**src/rtl/col_sen_pkg.sv**
```systemverilog
// Shared types and constants for the colour-sensor frame sequencer.
package col_sen_pkg;

    localparam int TIMER_W = 24;
    localparam int NUM_CH  = 4;

    typedef enum logic [1:0] {
        IDLE    = 2'd0,
        SETTLE  = 2'd1,
        MEASURE = 2'd2,
        PRESENT = 2'd3
    } state_t;

    // Filter-select encodings driven on {s2, s3}.
    localparam logic [1:0] CH_RED   = 2'b00;
    localparam logic [1:0] CH_GREEN = 2'b11;
    localparam logic [1:0] CH_CLEAR = 2'b10;
    localparam logic [1:0] CH_BLUE  = 2'b01;

    // Frame order: index 0..3 -> red, green, clear, blue.
    localparam logic [1:0] CH_ORDER [NUM_CH] = '{CH_RED, CH_GREEN, CH_CLEAR, CH_BLUE};

    function automatic logic [1:0] ch_filter(input logic [1:0] idx);
        return CH_ORDER[idx];
    endfunction

endpackage

```
**src/rtl/col_sen_timer.sv**
```systemverilog
// Loadable 24-bit down-counter. After a load of N, done_o pulses for one
// cycle N cycles later (N=0 pulses in the first cycle after the load) and
// the counter then parks at zero until the next load; it never wraps.
module col_sen_timer
    import col_sen_pkg::*;
(
    input  logic               clk,
    input  logic               reset,
    input  logic               load_i,
    input  logic [TIMER_W-1:0] load_val_i,
    input  logic               clear_i,
    output logic               done_o
);

    logic [TIMER_W-1:0] cnt_q, cnt_d;
    logic               armed_q, armed_d;

    // Next count: load has priority, clear abandons a running count.
    always_comb begin
        cnt_d   = cnt_q;
        armed_d = armed_q;
        if (load_i) begin
            cnt_d   = load_val_i;
            armed_d = 1'b1;
        end else if (clear_i) begin
            armed_d = 1'b0;
        end else if (armed_q) begin
            if (cnt_q == '0) begin
                armed_d = 1'b0;
            end else begin
                cnt_d = cnt_q - 1'b1;
            end
        end
    end

    // Counter state registers.
    always_ff @(posedge clk) begin
        if (reset) begin
            cnt_q   <= '0;
            armed_q <= 1'b0;
        end else begin
            cnt_q   <= cnt_d;
            armed_q <= armed_d;
        end
    end

    assign done_o = armed_q && (cnt_q == '0);

endmodule

```
**src/rtl/col_sen_sched.sv**
```systemverilog
// Colour-sensor frame sequencer: steps the S2/S3 filter through red, green,
// clear, blue, waits the settle time, fires one measurement per channel and
// hands the finished four-count frame to the classifier.
//
//   state   | meaning
//   --------+-----------------------------------------------------------
//   IDLE    | waiting for enable; filter parked at red
//   SETTLE  | filter just changed, settle timer running
//   MEASURE | meas_start issued, waiting for meas_done or timeout
//   PRESENT | frame_valid high, holding frame until frame_ready
module col_sen_sched
    import col_sen_pkg::*;
#(
    parameter int CNT_W          = 16,
    parameter int SETTLE_CYCLES  = 1000,
    parameter int TIMEOUT_CYCLES = 100000
) (
    input  logic             clk,
    input  logic             reset,
    input  logic             enable,
    output logic             s2,
    output logic             s3,
    output logic             meas_start,
    input  logic             meas_done,
    input  logic [CNT_W-1:0] meas_count,
    output logic             frame_valid,
    input  logic             frame_ready,
    output logic [CNT_W-1:0] red_cnt,
    output logic [CNT_W-1:0] green_cnt,
    output logic [CNT_W-1:0] clear_cnt,
    output logic [CNT_W-1:0] blue_cnt,
    output logic [3:0]       timeout_flags,
    output logic             busy
);

    // Timers count load..0 inclusive, so load one less than the span.
    localparam logic [TIMER_W-1:0] SETTLE_LOAD  = TIMER_W'(SETTLE_CYCLES - 1);
    localparam logic [TIMER_W-1:0] TIMEOUT_LOAD = TIMER_W'(TIMEOUT_CYCLES - 1);

    state_t             state_q;
    logic [1:0]         ch_q;
    logic               s2_q, s3_q;
    logic               meas_start_q;
    logic               frame_valid_q;
    logic [CNT_W-1:0]   out_cnt_q [NUM_CH];
    logic [NUM_CH-1:0]  out_flag_q;
    logic [CNT_W-1:0]   shadow_cnt_q [NUM_CH];
    logic [NUM_CH-1:0]  shadow_flag_q;

    logic               settle_done;
    logic               to_done;
    logic               handshake;
    logic               last_ch;
    logic               go_settle;
    logic               go_measure;
    logic               meas_end;
    logic [1:0]         next_ch;
    logic [CNT_W-1:0]   cap_cnt;
    logic               cap_flag;
    logic [CNT_W-1:0]   frame_cnt [NUM_CH];
    logic [NUM_CH-1:0]  frame_flag;

    // Transition conditions shared by the FSM and the timer load strobes.
    always_comb begin
        handshake  = (state_q == PRESENT) && frame_valid_q && frame_ready;
        last_ch    = (ch_q == 2'd3);
        go_measure = (state_q == SETTLE) && settle_done;
        meas_end   = (state_q == MEASURE) && (meas_done || to_done);
        go_settle  = ((state_q == IDLE) && enable)
                   || (meas_end && !last_ch)
                   || (handshake && enable);
        next_ch    = (state_q == MEASURE) ? ch_q + 2'd1 : 2'd0;
    end

    // Value captured for the current channel; a reply beats a same-cycle timeout.
    // frame_cnt/frame_flag merge it with the shadows so the last channel can
    // go straight to the outputs on the PRESENT entry edge.
    always_comb begin
        cap_cnt  = meas_done ? meas_count : '1;
        cap_flag = !meas_done;
        for (int i = 0; i < NUM_CH; i++) begin
            frame_cnt[i] = (2'(i) == ch_q) ? cap_cnt : shadow_cnt_q[i];
        end
        frame_flag       = shadow_flag_q;
        frame_flag[ch_q] = cap_flag;
    end

    col_sen_timer u_settle_tmr (
        .clk        (clk),
        .reset      (reset),
        .load_i     (go_settle),
        .load_val_i (SETTLE_LOAD),
        .clear_i    (1'b0),
        .done_o     (settle_done)
    );

    col_sen_timer u_timeout_tmr (
        .clk        (clk),
        .reset      (reset),
        .load_i     (go_measure),
        .load_val_i (TIMEOUT_LOAD),
        .clear_i    (meas_end),
        .done_o     (to_done)
    );

    // Sequencer FSM with all outputs registered.
    always_ff @(posedge clk) begin
        if (reset) begin
            state_q       <= IDLE;
            ch_q          <= 2'd0;
            s2_q          <= 1'b0;
            s3_q          <= 1'b0;
            meas_start_q  <= 1'b0;
            frame_valid_q <= 1'b0;
            out_flag_q    <= '0;
            shadow_flag_q <= '0;
            for (int i = 0; i < NUM_CH; i++) begin
                out_cnt_q[i]    <= '0;
                shadow_cnt_q[i] <= '0;
            end
        end else begin
            meas_start_q <= go_measure;
            if (go_settle) begin
                ch_q         <= next_ch;
                {s2_q, s3_q} <= ch_filter(next_ch);
            end
            unique case (state_q)
                IDLE: begin
                    if (enable) state_q <= SETTLE;
                end
                SETTLE: begin
                    if (settle_done) state_q <= MEASURE;
                end
                MEASURE: begin
                    if (meas_end) begin
                        shadow_cnt_q[ch_q]  <= cap_cnt;
                        shadow_flag_q[ch_q] <= cap_flag;
                        if (last_ch) begin
                            state_q       <= PRESENT;
                            frame_valid_q <= 1'b1;
                            out_cnt_q     <= frame_cnt;
                            out_flag_q    <= frame_flag;
                        end else begin
                            state_q <= SETTLE;
                        end
                    end
                end
                PRESENT: begin
                    if (handshake) begin
                        frame_valid_q <= 1'b0;
                        state_q       <= enable ? SETTLE : IDLE;
                    end
                end
            endcase
        end
    end

    assign s2            = s2_q;
    assign s3            = s3_q;
    assign meas_start    = meas_start_q;
    assign frame_valid   = frame_valid_q;
    assign red_cnt       = out_cnt_q[0];
    assign green_cnt     = out_cnt_q[1];
    assign clear_cnt     = out_cnt_q[2];
    assign blue_cnt      = out_cnt_q[3];
    assign timeout_flags = out_flag_q;
    assign busy          = (state_q != IDLE);

endmodule

```
**config.mk**
```make
export PLATFORM = sky130hd
export DESIGN_NAME = col_sen_sched
export DESIGN_NICKNAME = d
export VERILOG_FILES = /design/src/rtl/col_sen_pkg.sv /design/src/rtl/col_sen_timer.sv /design/src/rtl/col_sen_sched.sv
export SDC_FILE = /design/constraint.sdc
export NUM_CORES = 1
export LEC_CHECK = 0
export CAP_MARGIN = 30
export CORE_AREA = 3 3 139 141
export DETAILED_ROUTE_END_ITERATION = 12
export DIE_AREA = 0 0 142 144
export PLACE_DENSITY = 0.65
export SLEW_MARGIN = 5
export SYNTH_ARGS = -nofsm -noshare
export SYNTH_HDL_FRONTEND = slang
export SYNTH_SLANG_ARGS = --single-unit
```
**constraint.sdc**
```tcl
create_clock -name clk -period 4 [get_ports clk]
set_input_delay 0.4 -clock clk [delete_from_list [all_inputs] [get_ports clk]]
set_output_delay 0.4 -clock clk [all_outputs]
set_load 0.01 [all_outputs]
```
==> results.py, run 1 <==
metrics = {
    "finish": {
        "diodes": 0,
        "stdcell_count": 1169,
        "finalNetCount": 956,
        "layout_commonest_cell": "dfxtp_1",
        "nFillCells": 1612,
        "area_growth_pct": 21.1,
        "design_area_mm2": 0.00982,
        "drive_above_1_share_pct": 7.77,
        "layout_common_cells": "dfxtp_1, a21oi_1, nor2_1, clkdlybuf4s50_1",
    },
    "die": {
        "initial_core_util_pct": 44.8,
        "fp.coreArea_mm2": 0.0181,
        "row_count": 49,
        "fp.dieW_um": 142,
        "io_pins": 94,
        "die_y_um": 144,
        "die_area_mm2": 0.0204,
    },
    "yosys": {
        "ys.flop_type": "dfxtp_1",
        "yosysWarnings": 0,
        "synth-edff-count": 64,
        "ys_ff_latch": 192,
        "synth_area_per_cell_um2": 9.46,
        "netlist_instances": 857,
        "synth-async-reset-ratio_pct": 0,
        "ys_seq_area_share_pct": 55.3,
        "synth.distinct_cells": 52,
        "synth_area_mm2": 0.00811,
        "synth_nets": 886,
    },
    "global_routing": {
        "grt_first_pass_wirelength_mm": 34.0,
        "grt_pass1_vias": 6266,
        "track_usage_pct": 21.0,
        "antenna_found_initial": 0,
        "overflow": 0,
        "grt_max_degree": 55,
    },
    "cts": {
        "cts_made_buffers": 17,
        "cts-root-buf": "clkbuf_16",
        "cts.clk_slew.worst_paths_ns": 0.07,
        "cts_buffer_depth": 2,
        "cts_resized": 0,
        "cts_setup_buffers": 0,
        "cts_hold_buf": 0,
        "cts_tree": "yes",
        "htree_levels": 4,
        "clkSinkCount": 192,
        "clk_latency_ns": 0.44,
    },
    "timing": {
        "relSlewSlack_pct": 44.3,
        "worst_slew_pin_slew_ns": 0.833,
        "drv_slew": 0,
        "min_period_over_period_pct": 81.5,
        "max_freq_mhz": 307,
        "tns_ns": 0,
        "hold_viol_final": 0,
        "setup_violations": 0,
        "min_period_ns": 3.26,
        "final_critical_path_setup_slack_ns": 0.740,
        "fin_worst_skew_ns": 0.0142,
        "rsz0062_at_grt": "no",
    },
    "worst_setup_path": {
        "startpoint_type": "flop",
        "end_kind": "flop",
        "worst-path-max-fanout": 16,
        "crit_type": "reg -> reg",
        "worst_ep_required_time_ns": 4.07,
        "cp.arrival_ns": 3.32,
    },
    "run": {
        "cap_viol_max_count": 0,
    },
    "pwr": {
        "irDropWorstVdd_mv": 0.253,
        "power_density_mw_per_mm2": 411,
        "p_leak_nw": 3.40,
    },
    "route": {
        "avgRoutedWirePerCell_um": 18.0,
        "vias": 6713,
        "vias_per_cell": 5.74,
        "dr.pass1.iters": 7,
        "drt_wl_total_mm": 21.0,
        "drtAntennaViolNets": 0,
        "drc": 0,
        "drtIter0Drc": 538,
    },
    "status": {
        "status": "complete, no violations",
    },
    "place": {
        "place_inst": 1137,
        "gp_congestion": 0.856,
        "pre_cts_ws_ns": 0.767,
        "portBuffers": 93,
        "dp_hpwl_mm": 13.7,
        "placed_area_mm2": 0.00923,
    },
    "min_path": {
        "hold_class": "reg -> reg",
    },
}
==> logic make-up after synthesis <==
group | Yosys count | share of synthesized area [%]
AOI/OAI and AO/OA | 256 | 18.1
xor gates and xnor gates | 25 | 2.70
adders and majority gates | 8 | 1.23
buffers and inverters | 76 | 4.01
DFF | 192 | 55.3
muxes | 1 | 0.139
and+or+nand+nor | 299 | 18.5
==> metal layers <==
metal	wire [um]	vias to the layer above	track usage [%]
li1	-	3273	-
met1	9850	3196	29.9
met2	9550	211	31.6
met3	1060	33	4.99
met4	555	0	6.72
met5	0	-	0
==> metrics by stage <==
step                      power, mW  hold slack [ns]  util, %
final                          4.04            0.477     54.3
after global routing           4.18            0.501     54.3
after CTS                      4.06            0.476     54.3
after detailed placement       2.39            0.467     51.0
after global placement         2.39            0.463     51.0
after floorplan                2.30            0.447        -
==> state kept, by name (all words and copies together) (netlist names), 4 cells and up <==
| register | flops |
|---|---|
| clear_cnt | 16 |
| u_timeout_tmr.cnt_q | 24 |
| shadow_cnt_q | 64 |
| u_settle_tmr.cnt_q | 24 |
| red_cnt | 16 |
| blue_cnt | 16 |
| timeout_flags | 4 |
| green_cnt | 16 |
==> final cells by class <==
type	count	area (um^2)	area share [%]
well taps	229	287	2.92
clock inverters	14	169	1.72
multi-input cells	589	3330	33.9
clock buffers	18	429	4.37
flip-flops and latches	192	4480	45.6
repair buffers	113	1080	11.0
inverters	14	52.6	0.535
==> Yosys cell counts (all sizes together), types with 2 or more instances <==
cell | number | area (um^2)
a211oi | 22 | 165
a21o | 3 | 22.5
a21oi | 122 | 614
a221oi | 3 | 26.3
a31oi | 10 | 62.6
and2 | 4 | 27.5
and4 | 3 | 26.3
buf | 14 | 92.6
clkbuf | 48 | 180
dfxtp | 128 | 2560
edfxtp | 64 | 1920
ha | 8 | 100
inv | 13 | 48.8
nand2 | 24 | 90.1
nand3 | 59 | 300
nand4 | 11 | 68.8
nor2 | 118 | 443
nor2b | 18 | 113
nor3 | 9 | 45.0
nor4 | 11 | 75.1
o2111ai | 8 | 70.1
o211ai | 8 | 60.1
o21ai | 65 | 325
o22ai | 2 | 12.5
o31ai | 7 | 52.6
o41ai | 2 | 17.5
or2 | 4 | 25.0
or3 | 16 | 100
or3b | 2 | 17.5
or4 | 13 | 109
or4b | 3 | 30.0
xnor2 | 13 | 114
xor2 | 12 | 105
==> worst paths after layout <==
kind / startpoint / to / slack, ns / cells past startpoint
worst min-delay path: clear_cnt[0] / clear_cnt[0] / 0.48 / 2
worst max-delay path: u_timeout_tmr.cnt_q[0] / shadow_cnt_q[2][8] / 0.74 / 7
worst min register to register: clear_cnt[0] / clear_cnt[0] / 0.48 / 2
worst max register to register: u_timeout_tmr.cnt_q[0] / shadow_cnt_q[2][8] / 0.74 / 7
==> power by group <==
part,internal (mW),switching (mW),total [mW],leakage (nW)
Sequential,2.05,0.0267,2.07,1.69
Clock,0.844,0.846,1.69,0.290
Combinational,0.0912,0.186,0.277,1.41
==> critical path, cell delays in order (launching register included) <==
cell and delay [ns]:
dfxtp_1 0.37, inv_1 0.10, ha_1 0.14, or3b_2 0.48, nor4_2 0.58, a31oi_4 0.16, nor3_1 0.47, a21o_1 0.59
(Power assumes the default switching activity.)
==> inputs of run 2 (changes only) <==
--- a/config.mk
+++ b/config.mk
@@ -9,7 +9,7 @@
 export CORE_AREA = 3 3 139 141
 export DETAILED_ROUTE_END_ITERATION = 12
 export DIE_AREA = 0 0 142 144
-export PLACE_DENSITY = 0.65
+export PLACE_DENSITY = 0.68
 export SLEW_MARGIN = 5
 export SYNTH_ARGS = -nofsm -noshare
 export SYNTH_HDL_FRONTEND = slang
==> constraint.sdc (replaced) <==
create_clock -name clk -period 2.9 [get_ports clk]
set_input_delay 0.29 -clock clk [delete_from_list [all_inputs] [get_ports clk]]
set_output_delay 0.29 -clock clk [all_outputs]
set_load 0.01 [all_outputs]
==> run 2 against run 1 <==
Die area is the same. Via count is essentially flat. Largest cell class unchanged. Global-route usage shrank 0.31 points. Worst hold slack lost 0.11 ns. Routed wire length shrank 0.12%. First-iteration DRC count shrank 11%. Largest power group unchanged. Total power grew 39%. Clock-buffer cell count grew 1.
==> results.py, run 2 (synthesis gave the netlist of run 1 again) <==
metrics = {
    "status": {
        "status": "complete, no violations",
    },
    "timing": {
        "hold_viol_final": 0,
        "min_period_ns": 2.76,
        "relSlewSlack_pct": 55.0,
        "max_freq_mhz": 363,
        "rsz0062_at_grt": "no",
        "worst_slew_pin_slew_ns": 0.674,
        "hold_slack_ns": 0.365,
        "fin_worst_skew_ns": 0.0134,
        "min_period_over_period_pct": 95.1,
        "setup_violations": 0,
        "drv_slew": 0,
        "tns_ns": 0,
    },
    "route": {
        "drtIter0Drc": 480,
        "vias_per_cell": 5.60,
        "drc": 0,
        "dr.pass1.iters": 5,
        "drt_wl_total_mm": 21.0,
        "vias": 6707,
        "avgRoutedWirePerCell_um": 17.5,
        "drtAntennaViolNets": 0,
    },
    "pwr": {
        "power_density_mw_per_mm2": 555,
        "swShare_pct": 25.9,
        "p_int_mw": 4.17,
        "switching_power_mw": 1.46,
        "p_leak_nw": 3.57,
        "combPwrFrac_pct": 7.4,
        "power_frac_seq_pct": 50.8,
        "irDropWorstVdd_mv": 0.393,
        "pwr-share-clk_pct": 41.7,
    },
    "die": {
        "io_pins": 94,
        "fp.dieW_um": 142,
        "die_y_um": 144,
        "row_count": 49,
        "die_area_mm2": 0.0204,
        "initial_core_util_pct": 44.8,
        "fp.coreArea_mm2": 0.0181,
    },
    "min_path": {
        "whs_endpoint": "u_settle_tmr.cnt_q[2]",
        "hold_class": "in -> reg",
        "min_from": "reset",
        "whs_path_depth": 3,
    },
    "worst_setup_path": {
        "timing.rr.start": "u_timeout_tmr.cnt_q[0]",
        "cp.arrival_ns": 3.07,
        "cp_common_cell": "or4_4",
        "worst_ep_required_time_ns": 3.21,
        "crit_type": "reg -> reg",
        "reg2reg_slack_ns": 0.14,
        "crit_slowest_cell": "or4_4",
        "end_kind": "flop",
        "cpPeakStageDelay_ns": 0.56,
        "startpoint_type": "flop",
        "r2r_cells": 7,
        "worst-path-max-fanout": 18,
        "r2r-end": "ch_q[0]",
        "crit_buf_inv": 1,
        "crit_family": "simple AND/OR/NAND/NOR gates",
        "crit_chain": "inv_1, ha_1, or3b_2, or4_4, or4_4, nand3_2, o22ai_1",
    },
    "global_routing": {
        "overflow": 0,
        "grt_max_degree": 71,
        "grt_pass1_vias": 6454,
        "track_usage_pct": 20.7,
        "grt_first_pass_wirelength_mm": 33.6,
        "antenna_found_initial": 0,
    },
    "cts": {
        "cts-root-buf": "clkbuf_16",
        "cts_hold_buf": 0,
        "cts.clk_slew.worst_paths_ns": 0.08,
        "cts_tree": "yes",
        "clk_latency_ns": 0.44,
        "htree_levels": 4,
        "cts_buffer_depth": 2,
        "cts_resized": 0,
        "clkSinkCount": 192,
        "cts_setup_buffers": 0,
        "cts_made_buffers": 17,
    },
    "place": {
        "portBuffers": 93,
        "gp_congestion": 0.868,
        "dp_hpwl_mm": 14.1,
    },
    "run": {
        "cap_viol_max_count": 0,
    },
    "finish": {
        "drive_above_1_share_pct": 10.6,
        "largest-register": "shadow_cnt_q",
        "reg_top3": "shadow_cnt_q x64, u_settle_tmr.cnt_q x24, u_timeout_tmr.cnt_q x24",
        "finalNetCount": 985,
        "layout_common_cells": "dfxtp_1, a21oi_1, nor2_1, clkdlybuf4s50_1",
        "area_growth_pct": 25.0,
        "diodes": 0,
        "layout_commonest_cell": "dfxtp_1",
        "largest_reg_flops": 64,
    },
}
[run 2: final cells by class]
type / count / area, um^2
fillers: 1561 / 7950
flip-flops and latches: 192 / 4480
multi-input cells: 589 / 3330
repair buffers: 142 / 1380
clock buffers: 19 / 443
well taps: 229 / 287
clock inverters: 13 / 164
inverters: 14 / 52.6
[run 2: power groups by stage]
stage	combinational [mW]	clock [mW]	sequential, mW
6_report	0.419	2.35	2.86
5_1_grt	0.458	2.48	2.87
4_1_cts	0.418	2.38	2.86
3_3_place_gp	0.408	0	2.92
2_1_floorplan	0.257	0	2.91
3_5_place_dp	0.415	0	2.92
[run 2: worst max path at each step]
stage | cells after the start | from | end | slack (ns)
after global placement | 7 | u_timeout_tmr.cnt_q[0] | ch_q[0] | 0.24
after floorplan | 7 | u_timeout_tmr.cnt_q[0] | shadow_cnt_q[0][0] | 0.04
after detailed placement | 7 | u_timeout_tmr.cnt_q[0] | ch_q[0] | 0.15
after CTS | 7 | u_timeout_tmr.cnt_q[0] | ch_q[0] | 0.14
final | 7 | u_timeout_tmr.cnt_q[0] | ch_q[0] | 0.14
after global routing | 7 | u_timeout_tmr.cnt_q[0] | ch_q[1] | 0.02
[run 2: through the flow]
step	setup slack, ns	std cells	area (um^2)	util (%)	total power [mW]
2_1_floorplan	0.0375	857	8110	-	3.17
3_3_place_gp	0.243	1165	9510	52.6	3.33
3_5_place_dp	0.150	1166	9530	52.7	3.34
4_1_cts	0.138	1198	10100	56.1	5.65
5_1_grt	0.0210	1198	10100	56.1	5.81
6_report	0.143	1198	10100	56.1	5.63
[run 2: routing by layer]
layer | global-route usage (%) | share of wire [%] | vias to the layer above
met5 | 0 | 0 | -
met4 | 8.48 | 2.9 | 0
met3 | 4.66 | 5.2 | 35
met2 | 31.6 | 45 | 199
met1 | 28.5 | 46 | 3165
li1 | - | - | 3308
[run 2: tightest hold or removal path, cell delays in order]
cell and delay (ns):
buf_4 0.09, buf_4 0.32, a21oi_2 0.04
==> inputs of run 3 (changes only) <==
--- a/config.mk
+++ b/config.mk
@@ -7,6 +7,7 @@
 export LEC_CHECK = 0
 export CAP_MARGIN = 30
 export CORE_AREA = 3 3 139 141
+export CTS_CLUSTER_SIZE = 24
 export DETAILED_ROUTE_END_ITERATION = 12
 export DIE_AREA = 0 0 142 144
 export PLACE_DENSITY = 0.68
==> constraint.sdc (replaced) <==
create_clock -name clk -period 2.4 [get_ports clk]
set_input_delay 0.24 -clock clk [delete_from_list [all_inputs] [get_ports clk]]
set_output_delay 0.24 -clock clk [all_outputs]
set_load 0.01 [all_outputs]
==> run 3 against run 2 <==
Clock skew decreased by 0.0047 ns. Largest power group unchanged. Die area unchanged. The run now ends with setup timing left. Combinational power increased by 34%. Flip-flop and latch count unchanged. First-iteration DRC count increased by 30%.
==> results.py, run 3 (synthesis gave the netlist of run 1 again) <==
metrics = {
    "cts": {
        "cts_buffer_depth": 2,
        "cts_hold_buf": 0,
        "htree_levels": 4,
        "cts_tree": "yes",
        "clk_latency_ns": 0.43,
        "cts_made_buffers": 17,
        "clkSinkCount": 192,
        "cts-root-buf": "clkbuf_16",
        "cts.clk_slew.worst_paths_ns": 0.07,
    },
    "worst_setup_path": {
        "worst_ep_required_time_ns": 2.55,
        "cpPeakStageDelay_ns": 0.60,
        "crit_chain": "or4_4, nor4_4, buf_4, a31oi_4, nor3_2, buf_4, a21o_2, buf_12",
        "startpoint_type": "flop",
        "crit_family": "simple AND/OR/NAND/NOR gates",
        "cp_common_cell": "buf_4",
        "cp.arrival_ns": 2.60,
        "crit_buf_inv": 3,
        "worst-path-max-fanout": 16,
        "end_kind": "flop",
        "crit_type": "reg -> reg",
        "crit_slowest_cell": "or4_4",
    },
    "finish": {
        "stdcell_count": 1220,
        "reg_top3": "shadow_cnt_q x64, u_settle_tmr.cnt_q x24, u_timeout_tmr.cnt_q x24",
        "largest-register": "shadow_cnt_q",
        "layout_common_cells": "dfxtp_1, a21oi_1, nor2_1, clkdlybuf4s50_1",
        "fin_util_pct": 57.7,
        "layout_commonest_cell": "dfxtp_1",
        "drive_above_1_share_pct": 14.4,
        "area_growth_pct": 28.7,
        "design_area_mm2": 0.0104,
        "largest_reg_flops": 64,
        "ff_latch_area_mm2": 0.00449,
        "multi_input_area_mm2": 0.00343,
        "nFillCells": 1547,
        "diodes": 0,
        "finalNetCount": 1007,
    },
    "route": {
        "vias_per_cell": 5.66,
        "drc": 0,
        "dr.pass1.iters": 7,
        "drtIter0Drc": 626,
        "avgRoutedWirePerCell_um": 17.5,
        "vias": 6911,
        "drt_wl_total_mm": 21.3,
        "drtAntennaViolNets": 0,
    },
    "timing": {
        "setup_violations": 48,
        "tns_ns": -1.77,
        "rsz0062_at_grt": "yes",
        "fin_worst_skew_ns": 0.00866,
        "drv_slew": 0,
        "hold_viol_final": 0,
        "final_critical_path_setup_slack_ns": -0.0536,
        "max_freq_mhz": 408,
        "min_period_over_period_pct": 102,
        "min_period_ns": 2.45,
        "hold_slack_ns": 0.368,
        "relSlewSlack_pct": 52.5,
        "worst_slew_pin_slew_ns": 0.712,
    },
    "place": {
        "dp_hpwl_mm": 14.3,
        "portBuffers": 93,
        "placed_area_mm2": 0.00972,
        "gp_congestion": 0.870,
        "pre_cts_ws_ns": 0.0125,
        "place_inst": 1183,
    },
    "min_path": {
        "hold_class": "in -> reg",
    },
    "status": {
        "status": "finished with violations",
        "violations": "setup timing",
    },
    "global_routing": {
        "track_usage_pct": 21.0,
        "grt_max_degree": 64,
        "overflow": 0,
        "antenna_found_initial": 0,
        "grt_pass1_vias": 6428,
        "grt_first_pass_wirelength_mm": 34.1,
    },
    "pwr": {
        "power_density_mw_per_mm2": 658,
        "irDropWorstVdd_mv": 0.545,
        "p_leak_nw": 3.72,
        "power_mw": 6.87,
    },
    "die": {
        "die_area_mm2": 0.0204,
        "initial_core_util_pct": 44.8,
        "io_pins": 94,
        "fp.coreArea_mm2": 0.0181,
        "row_count": 49,
        "die_y_um": 144,
        "fp.dieW_um": 142,
    },
    "run": {
        "cap_viol_max_count": 0,
    },
}
==> run 3: layer usage <==
metal,up-vias,share of wire [%],track usage [%]
li1,3372,-,-
met1,3263,46,30.3
met2,244,45,31.5
met3,32,7.1,4.76
met4,0,1.6,6.52
met5,-,0,0
==> run 3: repair_timing <==
action / in CTS / in global routing
cloned: 0 / 1
setup endpoints to repair: 37 / 168
buffers inserted: 1 / 3
resized for setup: 0 / 14
pin swaps: 0 / 14
==> run 3: worst min-delay path: cells and delay by family <==
family                 cells  cell delay, ns
AO/OA/AOI/OAI              1            0.13
buffers and inverters      3            0.38
==> run 3: worst paths after layout <==
kind                                              start                      end  slack, ns  cells after the start
worst max-delay path            u_timeout_tmr.cnt_q[15]       shadow_cnt_q[0][4]      -0.05                      8
worst min-delay path                              reset              frame_valid       0.37                      4
worst min register to register  u_timeout_tmr.cnt_q[13]  u_timeout_tmr.cnt_q[13]       0.47                      2
worst max register to register  u_timeout_tmr.cnt_q[15]       shadow_cnt_q[0][4]      -0.05                      8
==> run 3: cell type report <==
type | instances | share of cell area, %
clock inverter | 13 | 1.34
timing repair buffer | 164 | 15.2
clock buffer | 19 | 4.35
sequential | 192 | 43.0
inverter | 14 | 0.503
multi-input combinational | 589 | 32.9
tap | 229 | 2.74
==> run 3: report_power, final <==
| group | switching, mW | leakage (nW) | internal (mW) |
|---|---|---|---|
| registers | 0.0438 | 1.70 | 3.41 |
| logic | 0.331 | 1.73 | 0.232 |
| clock network | 1.32 | 0.291 | 1.54 |
